<file path="src/rtl/alu_result_stage.sv">
`default_nettype none
// ============================================================================
// Module      : alu_result_stage
// Description : Registered result stage behind the ALU. Captures the ALU
//               result and opcode, and keeps the {Z,V,N} condition flags
//               used by branch evaluation, along with a saturating count of
//               flag updates since reset.
//
// Ports       : clk           system clock (rising edge)
//               rst           synchronous active-high reset
//               in_valid      upstream result valid this cycle
//               opcode[3:0]   WISC opcode of the in-flight instruction
//               in_result[15:0] result from the ALU (already saturated)
//               in_ovf        raw signed overflow for ADD/SUB
//               stall         hold the stage contents
//               flush         squash the stage contents (wins over stall)
//               in_ready      stage can accept input (~stall)
//               out_valid     result / op_q are valid
//               result[15:0]  registered ALU result
//               op_q[3:0]     registered opcode
//               flags[2:0]    {Z,V,N} condition flags
//               flag_upd_cnt[7:0] saturating count of flag updates
//
// Options     : ALU_FLAG_BYPASS_EN - when defined, flags shows the next-state
//               flag value combinationally during the cycle an update is
//               being captured; otherwise flags is the flag register only.
//
// Revision    : 1.0 - initial release
// ============================================================================
module alu_result_stage (
    input  logic        clk,
    input  logic        rst,
    input  logic        in_valid,
    input  logic [3:0]  opcode,
    input  logic [15:0] in_result,
    input  logic        in_ovf,
    input  logic        stall,
    input  logic        flush,
    output logic        in_ready,
    output logic        out_valid,
    output logic [15:0] result,
    output logic [3:0]  op_q,
    output logic [2:0]  flags,
    output logic [7:0]  flag_upd_cnt
);

    localparam logic [3:0] c_op_add = 4'b0000;
    localparam logic [3:0] c_op_sub = 4'b0001;
    localparam logic [3:0] c_op_xor = 4'b0010;
    localparam logic [3:0] c_op_sll = 4'b0100;
    localparam logic [3:0] c_op_sra = 4'b0101;
    localparam logic [3:0] c_op_ror = 4'b0110;
    localparam logic [7:0] c_cnt_max = 8'hFF;

    logic        r_valid;
    logic [15:0] r_result;
    logic [3:0]  r_op;
    logic        r_z;
    logic        r_v;
    logic        r_n;
    logic [7:0]  r_cnt;

    logic        w_capture;
    logic        w_sets_z;
    logic        w_sets_vn;
    logic        w_flag_upd;
    logic        w_z_nxt;
    logic        w_v_nxt;
    logic        w_n_nxt;

    // A capture happens only when neither reset, flush nor stall intervene.
    assign w_capture = ~rst & ~flush & ~stall;

    // ADD/SUB update all three flags; the logical/shift ops only update Z.
    // RED, PADDSB and non-ALU opcodes never touch the flags.
    always_comb begin
        w_sets_z  = 1'b0;
        w_sets_vn = 1'b0;
        case (opcode)
            c_op_add, c_op_sub: begin
                w_sets_z  = 1'b1;
                w_sets_vn = 1'b1;
            end
            c_op_xor, c_op_sll, c_op_sra, c_op_ror: begin
                w_sets_z  = 1'b1;
            end
            default: begin
                w_sets_z  = 1'b0;
                w_sets_vn = 1'b0;
            end
        endcase
    end

    assign w_flag_upd = w_capture & in_valid & w_sets_z;

    // Z is taken from the already-saturated result, so a saturated overflow
    // never reports zero.
    always_comb begin
        w_z_nxt = r_z;
        w_v_nxt = r_v;
        w_n_nxt = r_n;
        if (w_flag_upd) begin
            w_z_nxt = (in_result == 16'h0000);
            if (w_sets_vn) begin
                w_v_nxt = in_ovf;
                w_n_nxt = in_result[15];
            end
        end
    end

    always_ff @(posedge clk) begin
        if (rst) begin
            r_valid  <= 1'b0;
            r_result <= 16'h0000;
            r_op     <= 4'h0;
            r_z      <= 1'b0;
            r_v      <= 1'b0;
            r_n      <= 1'b0;
            r_cnt    <= 8'h00;
        end else if (flush) begin
            // Squash only the valid bit; data and opcode hold, flags untouched.
            r_valid <= 1'b0;
        end else if (!stall) begin
            r_valid  <= in_valid;
            r_result <= in_result;
            r_op     <= opcode;
            r_z      <= w_z_nxt;
            r_v      <= w_v_nxt;
            r_n      <= w_n_nxt;
            if (w_flag_upd && (r_cnt != c_cnt_max)) begin
                r_cnt <= r_cnt + 8'd1;
            end
        end
    end

    assign in_ready     = ~stall;
    assign out_valid    = r_valid;
    assign result       = r_result;
    assign op_q         = r_op;
    assign flag_upd_cnt = r_cnt;

`ifdef ALU_FLAG_BYPASS_EN
    // w_*_nxt equals the register value whenever no update is in progress,
    // so this presents the update in the same cycle it is being captured.
    assign flags = {w_z_nxt, w_v_nxt, w_n_nxt};
`else
    assign flags = {r_z, r_v, r_n};
`endif

endmodule
`default_nettype wire

</file>
<file path="config.mk">
export PLATFORM = sky130hd
export DESIGN_NAME = alu_result_stage
export DESIGN_NICKNAME = d
export VERILOG_FILES = /design/src/rtl/alu_result_stage.sv
export SDC_FILE = /design/constraint.sdc
export NUM_CORES = 1
export LEC_CHECK = 0
export CAP_MARGIN = 40
export CORE_ASPECT_RATIO = 1.1
export CORE_UTILIZATION = 42
export CTS_BUF_LIST = sky130_fd_sc_hd__clkbuf_4
export DETAILED_ROUTE_END_ITERATION = 8
export MAX_ROUTING_LAYER = met4
export PLACE_DENSITY = 0.85
export SYNTH_ARGS = -nofsm -noshare
export SYNTH_HDL_FRONTEND = slang
export SYNTH_SLANG_ARGS = --single-unit
</file>
<file path="constraint.sdc">
create_clock -name clk -period 2.1 [get_ports clk]
set_input_delay 0.63 -clock clk [delete_from_list [all_inputs] [get_ports clk]]
set_output_delay 0.63 -clock clk [all_outputs]
set_load 0.01 [all_outputs]
</file>
==> results of run 1 <==
==> flip-flops by register name, indices dropped and copies added (netlist names) <==
signal        count
result           16
flag_upd_cnt      8
r_z               1
op_q              4
r_v               1
r_n               1
out_valid         1
==> power by group <==
group	internal [W]	leakage (nW)	switching, W
logic	0.0000978	0.424	0.0000752
registers	0.000625	0.260	0.00000994
clock network	0.000116	0.0261	0.000201
total	0.000839	0.710	0.000286
==> through the flow <==
step	area, µm²	hold slack, ns	worst slack (ns)	power, W
final	2002	0.4623	0.08507	0.001125
after CTS	2002	0.4645	0.09492	0.001133
after global placement	1959	0.4408	-0.3037	0.0008175
after detailed placement	1959	0.4516	-0.3046	0.0008231
after global routing	2002	0.4796	0.006427	0.001180
after floorplan	1313	0.4367	0.4664	0.0007049
==> cell usage after synthesis <==
cell      number
nand4_4        1
nor2_1         3
o41ai_1        2
inv_2          1
or4_1          3
dfxtp_1       32
nand3_1        3
or2_1          1
nand4_1        3
o31ai_1        3
o21ai_1        2
nand2_1       44
nor4_1         5
a21oi_2        1
buf_4          3
buf_2          1
or3_1          1
nor3_1         1
and2_1         1
o311ai_1       2
a21oi_1       26
nor2_4         1
buf_1          2
clkbuf_1       6
or3b_1         1
nor4b_1        1
ha_1           1
inv_1          2
or2_0          1
mux2i_1        4
==> cell type report <==
class	count	area (µm²)	area share, %
Timing Repair Buffer	69	660.6	33.00
Sequential cell	32	640.6	32.00
Multi-Input combinational cell	111	603.1	30.12
Tap cell	33	41.29	2.063
Clock buffer	5	37.54	1.875
Inverter	3	11.26	0.5625
Clock inverter	2	7.507	0.3750
==> metal layers <==
metal	share of wire [%]	global-route usage [%]	routed length, µm	up-vias
met3	7.9	8.742	282	7
met2	52	41.82	1862	67
met4	2.2	11.79	80	0
met1	38	23.06	1358	658
met5	0	-	0	-
li1	-	-	-	678
==> worst min-delay path by stage <==
stage	startpoint	end	cells after the start
after CTS	result[14]$_SDFFE_PP0P_	result[14]$_SDFFE_PP0P_	2
after global routing	result[14]$_SDFFE_PP0P_	result[14]$_SDFFE_PP0P_	2
final	result[3]$_SDFFE_PP0P_	result[3]$_SDFFE_PP0P_	2
after floorplan	r_z$_SDFFE_PP0P_	r_z$_SDFFE_PP0P_	2
after detailed placement	result[14]$_SDFFE_PP0P_	result[14]$_SDFFE_PP0P_	2
after global placement	result[5]$_SDFFE_PP0P_	result[5]$_SDFFE_PP0P_	2
==> cell families (layout without fill, tap and decap cells) <==
| logic type | count (synthesis) | in the layout |
|---|---|---|
| buf+inv | 15 | 79 |
| fa+ha+maj | 1 | 1 |
| mux | 4 | 4 |
| simple gates | 70 | 70 |
| flops | 32 | 32 |
| compound gates | 36 | 36 |
==> run metrics, run 1 <==
worst slew slack as a fraction of its limit=57.20%; final setup violation count=0; number of max-cap violations=0; Layout Cells excl Fill=255; net total in the final layout=249; static leakage=0.7101 nW; Buffers on Ports=58; post-synthesis area per instance=8.307 µm²; share of layout cells above drive strength 1=9.009%; total global-route track usage=23.55%; setup repair after global routing missed its margin=no; sum of buffers and inverters on the critical path=1; clock sinks=32; commonest non-fill, non-tap cell in the layout=clkdlybuf4s50_1; Post-DP HPWL=2.625 mm; master cell of the clock root buffer=clkbuf_4; post-CTS clock slew at the launch and capture registers of the worst setup and hold paths=0.09 ns; Critical Path Max Stage Delay=0.59 ns; Max Fclk=496.3 MHz; Die X=55.30 µm; clock skew after layout=0.006492 ns; total power density per cell area=562.0 nW/µm²; routed vias/inst=5.529; unique cell type count in the Yosys netlist=30; share of the core filled with cells=69.57%; maximum net fanout on the critical path=6; share of the synthesized area in the top cell type=48.81%; sequential cell area fraction in the yosys report=48.81%; Mapped Cells=158; largest cells by area after synthesis=dfxtp_1 49%, nand2_1 13%, a21oi_1 9.9%; XOR/XNOR Fraction of Synth Area=0%; number of design-rule violations left by the first detailed-router iteration=53; cell type with the largest total area after synthesis=dfxtp_1; global-route wire length before repair=5.789 mm; Post-CTS Hold Buffers=0; final antenna diode count=0; depth of the critical timing path with buffers and inverters included=1; share of the synthesized area in compound gates (AO/OA/AOI/OAI)=15.73%; yosys warns=0; Max Slew Vio Count=0; highest-count cells in the layout ignoring fill and taps=56 x clkdlybuf4s50_1, 44 x nand2_1, 32 x dfxtp_1; first drt pass iteration count=5; number of global-route vias before repair=1375; Placer Congestion=0.8315; filler instances=216; number of antenna violations at the first check in global routing=0; Synth Area in Simple Gates=26.22%; result of the run=completed; CP Data Required Time=1.47 ns; adder and majority gate portion of the synthesized area=0.9533%; R2R Path Start=flag_upd_cnt[1]$_SDFFE_PP0P_; final wirelength=3.584 mm; Period Utilization, post-route=95.95%; startpoint-to-endpoint class of the critical path=flip-flop to primary output; crit-path cells=clkdlybuf4s50_1; clock tree from TritonCTS=yes; Critical Path Sink Type=primary output; setup fix buffers added after clock tree synthesis=0; htree depth=2; path class of the lowest-slack min-delay path=flip-flop to flip-flop; leftover overflow at the end of global routing=0; FF-to-FF setup slack=0.47 ns; Top-Level Pins=59; buffers from clock root to sink, at most=2; Yosys reg bits=32; largest family of logic cells by synthesized area=simple AND/OR/NAND/NOR gates; FP Rows=20; total nets after synthesis=185; total core area=2878 µm²; startpoint kind of the worst setup timing path=flip-flop; endpoint of the worst setup timing path=flag_upd_cnt[4]; via total after detailed routing=1410; die outline area=3353 µm²; slew at the pin closest to its max-slew limit=0.6396 ns; Worst EP arrival=1.38 ns; Reg2Reg Capture Point=flag_upd_cnt[4]$_SDFFE_PP0P_; Cells after DPL=248; relative area change from synthesis to final layout=52.53%; antenna viol nets, final=0; start point of the critical path=flag_upd_cnt[4]$_SDFFE_PP0P_; IR drop worst, VDD=483.2 µV; number of DRC violations after detailed routing=0; maximum number of pins on one net before global-route repair=31; kind of cell adding the most delay to the critical path=buffers and inverters; Die Height=60.63 µm; post-route minimum period=2.015 ns; setup TNS=0 ns; Critical-path top delay cell=clkdlybuf4s50_1; Synth Cell Area=1313 µm²; share of cell area taken by muxes after synthesis=3.051%; starting utilization of the core area=45.61%; CTS buffer count=5; detailed-route wire length per cell=14.05 µm; Skew-Pair Late Insertion Delay=0.34 ns; Fin. Hold Viols=0; cell depth of the worst flop-to-flop path=5; total of cells resized after clock tree synthesis=2
(Power assumes the default switching activity.)
==> run 2, diff against run 1 <==
--- a/config.mk
+++ b/config.mk
@@ -12,6 +12,7 @@
 export DETAILED_ROUTE_END_ITERATION = 8
 export MAX_ROUTING_LAYER = met4
 export PLACE_DENSITY = 0.85
+export RECOVER_POWER = 100
 export SYNTH_ARGS = -nofsm -noshare
 export SYNTH_HDL_FRONTEND = slang
 export SYNTH_SLANG_ARGS = --single-unit
==> run 2 against run 1 <==
  * Clock-buffer cell count stayed put
  * Sequential power hardly changed
  * Via count is 1.1% lower
  * Worst setup slack better by 0.0044 ns
  * Routed wire length is 1.2% lower
  * Non-clock buffer count stayed put
  * Largest power group unchanged
  * Sequential share of layout area is 0.18 points higher
==> run metrics, run 2 (same netlist as run 1, synthesis figures left out) <==
total area of sequential cells=640.6 µm² (unchanged); Post-DP HPWL=2.625 mm (unchanged); total power density per cell area=560.9 nW/µm² (-0.21%); Skew-Pair Late Insertion Delay=0.34 ns (about the same); Hold WS=0.4603 ns (-0.002026 ns); number of global-route vias before repair=1375 (unchanged); final setup violation count=0 (unchanged); Max Fclk=497.4 MHz (+0.22%); Critical Path Sink Type=primary output; highest-count cells in the layout ignoring fill and taps=44 x nand2_1, 32 x dfxtp_1, 30 x dlygate4sd3_1; met1 demand-to-capacity share in global routing=23.06% (unchanged); setup repair after global routing missed its margin=no; post-route minimum period=2.010 ns (-0.004442 ns); first drt pass iteration count=4 (-1); IR drop worst, VDD=482.5 µV (-0.15%); number of design-rule violations left by the first detailed-router iteration=37 (-30%); filler instances=220 (+1.9%); startpoint-to-endpoint class of the critical path=flip-flop to primary output; met2 track demand over resource=41.82% (unchanged); kind of cell adding the most delay to the critical path=buffers and inverters; Fin. Hold Viols=0 (unchanged); post-CTS clock slew at the launch and capture registers of the worst setup and hold paths=0.09 ns (about the same); number of DRC violations after detailed routing=0 (unchanged); Period Utilization, post-route=95.74% (-0.21 points); total of cells resized after clock tree synthesis=2 (unchanged); crit path setup slack, layout=0.08952 ns (+0.004442 ns); htree depth=2 (unchanged); Die X=55.30 µm (unchanged); clock skew after layout=0.006513 ns (+0.00002110 ns); master cell of the clock root buffer=clkbuf_4; number of antenna violations at the first check in global routing=0 (unchanged); via total after detailed routing=1394 (-1.1%); Top-Level Pins=59 (unchanged); clock tree from TritonCTS=yes; static leakage=0.7964 nW (+12%); final wirelength=3.542 mm (-1.2%); maximum number of pins on one net before global-route repair=31 (unchanged); Post-CTS Hold Buffers=0 (unchanged); most utilized layer in the global route result=met2; max reg flops=16 (unchanged); routed vias/inst=5.467 (-1.1%); net total in the final layout=249 (unchanged); post-place setup slack=-0.3046 ns (unchanged); buffers from clock root to sink, at most=2 (unchanged); global-route wire length before repair=5.789 mm (unchanged); die outline area=3353 µm² (unchanged); CTS buffer count=5 (unchanged); leftover overflow at the end of global routing=0 (unchanged); Die Height=60.63 µm (unchanged); Placer Congestion=0.8315 (unchanged); Worst EP arrival=1.38 ns (about the same); share of the core filled with cells=69.17% (-0.39 points); Max Slew Vio Count=0 (unchanged); total core area=2878 µm² (unchanged); share of layout cells above drive strength 1=8.559% (-0.45 points); Layout Cells excl Fill=255 (unchanged); path class of the lowest-slack min-delay path=flip-flop to flip-flop; slew at the pin closest to its max-slew limit=0.6355 ns (-0.004129 ns); number of max-cap violations=0 (unchanged); relative area change from synthesis to final layout=51.67%; worst slew slack as a fraction of its limit=57.48% (+0.28 points); commonest non-fill, non-tap cell in the layout=nand2_1; cell depth of the worst flop-to-flop path=5 (unchanged); result of the run=completed; startpoint kind of the worst setup timing path=flip-flop; starting utilization of the core area=45.61% (unchanged); worst hold path depth=2 (unchanged); final antenna diode count=0 (unchanged); CP Data Required Time=1.47 ns (about the same); setup fix buffers added after clock tree synthesis=0 (unchanged); area occupied by multi-input gates=603.1 µm² (unchanged); met3 track demand over resource=8.742% (unchanged); maximum net fanout on the critical path=6 (unchanged); total power=0.001116 W (-0.77%); FP Rows=20 (unchanged); Buffers on Ports=58 (unchanged); clock sinks=32 (unchanged); detailed-route wire length per cell=13.89 µm (-1.2%); total global-route track usage=23.55% (unchanged); Critical-path top delay cell=dlygate4sd3_1; antenna viol nets, final=0 (unchanged); depth of the critical timing path with buffers and inverters included=1 (unchanged); Critical Path Max Stage Delay=0.63 ns (+0.04 ns); sum of buffers and inverters on the critical path=1 (unchanged); crit-path cells=dlygate4sd3_1; Cells after DPL=248 (unchanged)
run 2: cell types whose count changed in the layout (fill, tap and decap cells not counted), sizes merged:
cell / before / now
buf: 11 / 6
clkbuf: 5 / 10
clkdlybuf4s50: 56 / 26
dlygate4sd3: 0 / 30
run 2: per-layer routing:
metal	routed length [µm]	up-vias	part of all wire (%)
met4	61	0	1.7
met2	1850	64	52
li1	-	684	-
met5	0	-	0
met3	302	6	8.5
met1	1328	640	37
run 2: worst paths after layout:
| path | slack [ns] | end | start |
|---|---|---|---|
| min | 0.46 | result[3]$_SDFFE_PP0P_ | result[3]$_SDFFE_PP0P_ |
| max | 0.09 | flag_upd_cnt[2] | flag_upd_cnt[2]$_SDFFE_PP0P_ |
| min reg2reg | 0.46 | result[3]$_SDFFE_PP0P_ | result[3]$_SDFFE_PP0P_ |
| max reg2reg | 0.46 | flag_upd_cnt[4]$_SDFFE_PP0P_ | flag_upd_cnt[1]$_SDFFE_PP0P_ |
run 2: stage by stage:
stage | instance area [µm²] | TNS (ns)
floorplan | 1313 | 0
global placement | 1959 | -0.8061
detailed placement | 1959 | -1.116
CTS | 2002 | 0
global route | 1991 | 0
finish | 1991 | 0
run 2: where the power goes:
part / leakage (nW) / switching, W / internal (W)
clock network: 0.0261 / 0.000203 / 0.000116
logic: 0.510 / 0.0000748 / 0.0000886
registers: 0.260 / 0.00000900 / 0.000625
run 2: cell type report:
class,instances,area share [%]
repair buffers,69,32.62
clock buffers,5,1.886
multi-input cells,111,30.30
flip-flops and latches,32,32.18
well taps,33,2.074
inverters,3,0.5657
clock inverters,2,0.3771
==> run 3, diff against run 2 <==
--- a/config.mk
+++ b/config.mk
@@ -7,11 +7,12 @@
 export LEC_CHECK = 0
 export CAP_MARGIN = 40
 export CORE_ASPECT_RATIO = 1.1
-export CORE_UTILIZATION = 42
+export CORE_UTILIZATION = 45
 export CTS_BUF_LIST = sky130_fd_sc_hd__clkbuf_4
 export DETAILED_ROUTE_END_ITERATION = 8
+export GPL_TIMING_DRIVEN = 0
 export MAX_ROUTING_LAYER = met4
-export PLACE_DENSITY = 0.85
+export PLACE_DENSITY = 0.9
 export RECOVER_POWER = 100
 export SYNTH_ARGS = -nofsm -noshare
 export SYNTH_HDL_FRONTEND = slang
==> constraint.sdc (replaced) <==
create_clock -name clk -period 2.4 [get_ports clk]
set_input_delay 0.72 -clock clk [delete_from_list [all_inputs] [get_ports clk]]
set_output_delay 0.72 -clock clk [all_outputs]
set_load 0.01 [all_outputs]
==> run 3 against run 2 <==
  * Sequential cell count is the same
  * Cell area is 0.75% higher
  * First-iteration DRC count shrank 38%
  * Register-to-register slack better by 0.36 ns
  * Clock-buffer cell count grew 1
  * Clock power increased by 30%
  * Combinational power is 17% lower
  * Final cell count up 0.78%
  * Global-route usage is 0.16 points higher
  * Non-clock buffer count increased by 1
  * Power fell by 1.0%
  * Critical endpoint is now in_ready
==> run metrics, run 3 (same netlist as run 1, synthesis figures left out) <==
via total after detailed routing=1336 (-4.2%); startpoint kind of the worst setup timing path=input port; number of design-rule violations left by the first detailed-router iteration=23 (-38%); clock sinks=32 (unchanged); buffers from clock root to sink, at most=2 (unchanged); Cells after DPL=249 (+0.40%); path class of the lowest-slack min-delay path=flip-flop to flip-flop; switching power of the nets=0.0002560 W (-11%); maximum number of pins on one net before global-route repair=11 (-65%); final wirelength=3.255 mm (-8.1%); share of the core filled with cells=72.21% (+3.0 points); Die X=53.50 µm (-3.3%); Post-CTS Hold Buffers=0 (unchanged); total power density per cell area=550.9 nW/µm² (-1.8%); antenna viol nets, final=0 (unchanged); Period Utilization, post-route=95.55%; Critical Path Max Stage Delay=0.52 ns (-0.11 ns); commonest non-fill, non-tap cell in the layout=nand2_1; Critical-path top delay cell=clkdlybuf4s50_1; endpoint of the worst setup timing path=in_ready; Post-DP HPWL=2.479 mm (-5.5%); setup fix buffers added after clock tree synthesis=0 (unchanged); startpoint-to-endpoint class of the critical path=input port to primary output; Skew-Pair Late Insertion Delay=0.33 ns (about the same); Placer Congestion=0.8008 (-3.7%); leftover overflow at the end of global routing=0 (unchanged); FF-to-FF setup slack=0.82 ns (+0.36 ns); result of the run=completed; cell depth of the worst flop-to-flop path=6 (+1); filler instances=209 (-5.0%); CP Data Required Time=1.68 ns (+0.21 ns); number of global-route vias before repair=1252 (-8.9%); Max Fclk=436.1 MHz; share of layout cells above drive strength 1=6.696% (-1.9 points); number of DRC violations after detailed routing=0 (unchanged); setup repair after global routing missed its margin=no; Worst EP arrival=1.57 ns (+0.19 ns); Layout Cells excl Fill=257 (+0.78%); number of max-cap violations=0 (unchanged); static leakage=0.8102 nW (+1.7%); post-CTS clock slew at the launch and capture registers of the worst setup and hold paths=0.09 ns (about the same); Fin. Hold Viols=0 (unchanged); net total in the final layout=250 (+0.40%); starting utilization of the core area=47.25% (+1.6 points); internal power=0.0008489 W (+2.3%); Comb pwr share=12.3% (-2.3 points); Die Height=58.64 µm (-3.3%); area occupied by multi-input gates=595.6 µm² (-1.2%); slew at the pin closest to its max-slew limit=0.4672 ns (-0.1683 ns); master cell of the clock root buffer=clkbuf_4; maximum net fanout on the critical path=4 (-2); die outline area=3137 µm² (-6.4%); routed vias/inst=5.198 (-4.9%); FP Rows=20 (unchanged); final setup violation count=0 (unchanged); highest-count cells in the layout ignoring fill and taps=44 x nand2_1, 35 x dlygate4sd3_1, 32 x dfxtp_1; Max Slew Vio Count=0 (unchanged); R2R Path Start=flag_upd_cnt[0]$_SDFFE_PP0P_; total area of sequential cells=640.6 µm² (unchanged); Buffers on Ports=58 (unchanged); total global-route track usage=23.72% (+0.16 points); IR drop worst, VDD=482.8 µV (about the same); power share of the clock group=37.5% (+8.9 points); max reg flops=16 (unchanged); Top-Level Pins=59 (unchanged); sw frac=23.17% (-2.5 points); crit-path cells=dlygate4sd2_1 -> inv_1 -> clkdlybuf4s50_1; first drt pass iteration count=4 (unchanged); number of antenna violations at the first check in global routing=0 (unchanged); post-route minimum period=2.293 ns; clock skew after layout=0.009546 ns (+0.003032 ns); relative area change from synthesis to final layout=52.81%; detailed-route wire length per cell=12.67 µm (-8.8%); htree depth=2 (unchanged); worst slew slack as a fraction of its limit=68.86% (+11 points); final antenna diode count=0 (unchanged); Critical Path Sink Type=primary output; clock tree from TritonCTS=yes; Reg2Reg Capture Point=flag_upd_cnt[4]$_SDFFE_PP0P_; register share of total power=50.2% (-6.6 points); start point of the critical path=stall; CTS buffer count=5 (unchanged); total core area=2778 µm² (-3.5%); global-route wire length before repair=5.271 mm (-8.9%)
run 3: cell count changes in the layout (fill, tap and decap cells not counted), sizes merged:
cell,change
clkinv,-1
bufinv,+1
dlygate4sd3,+5
clkbuf,+2
clkdlybuf4s50,-4
dlygate4sd2,-1
run 3: how the worst min path moves through the flow:
stage / end / cells past startpoint / startpoint / slack, ns
finish: result[6]$_SDFFE_PP0P_ / 2 / result[6]$_SDFFE_PP0P_ / 0.46
global route: result[6]$_SDFFE_PP0P_ / 2 / result[6]$_SDFFE_PP0P_ / 0.48
CTS: result[6]$_SDFFE_PP0P_ / 2 / result[6]$_SDFFE_PP0P_ / 0.46
detailed placement: result[6]$_SDFFE_PP0P_ / 2 / result[6]$_SDFFE_PP0P_ / 0.45
global placement: result[12]$_SDFFE_PP0P_ / 2 / result[12]$_SDFFE_PP0P_ / 0.44
floorplan: r_z$_SDFFE_PP0P_ / 2 / r_z$_SDFFE_PP0P_ / 0.44
run 3: layout make-up:
| type | instances | share of cell area (%) |
|---|---|---|
| inverter | 3 | 0.5614 |
| clock buffer | 6 | 2.246 |
| buffer | 12 | 2.870 |
| clock inverter | 2 | 1.747 |
| multi-input combinational | 111 | 29.69 |
| tap | 33 | 2.059 |
| sequential | 32 | 31.94 |
| timing repair buffer | 58 | 28.88 |
run 3: what timing repair did:
item | 4_1_cts | 5_1_grt
endpoints found under the hold margin | 0 | 0
endpoints found under the setup margin | 1 | 0
gates resized for setup | 1 | 0
run 3: power by group through the flow:
stage               Clock [W]  Sequential [W]  Combinational (W)
detailed placement          0        0.000568           0.000144
floorplan                   0        0.000575          0.0000420
global placement            0        0.000567           0.000142
global route         0.000444        0.000557           0.000148
finish               0.000415        0.000555           0.000136
CTS                  0.000419        0.000555           0.000144
run 3: per-stage QoR:
stage / hold WS [ns] / setup slack, ns / instance area, µm² / setup TNS [ns] / power (W)
2_1_floorplan: 0.4367 / 0.6764 / 1313 / 0 / 0.0006168
3_3_place_gp: 0.4409 / -0.1541 / 1934 / -0.1541 / 0.0007093
3_5_place_dp: 0.4485 / -0.1583 / 1934 / -0.1583 / 0.0007120
4_1_cts: 0.4614 / 0.06969 / 2013 / 0 / 0.001119
5_1_grt: 0.4806 / 0.02484 / 2006 / 0 / 0.001149
6_report: 0.4550 / 0.1069 / 2006 / 0 / 0.001105
run 3: layer usage:
layer  global-route usage [%]  share of wire (%)  up-vias
met1                    26.58                 41      609
met5                        -                  0        -
met2                    39.29                 52       42
li1                         -                  -      678
met4                    9.023                1.2        0
met3                    6.718                5.1        7
run 3: worst max-delay path, delay by kind of cell:
family / cells / cell delay (ns)
buf+inv: 3 / 0.85
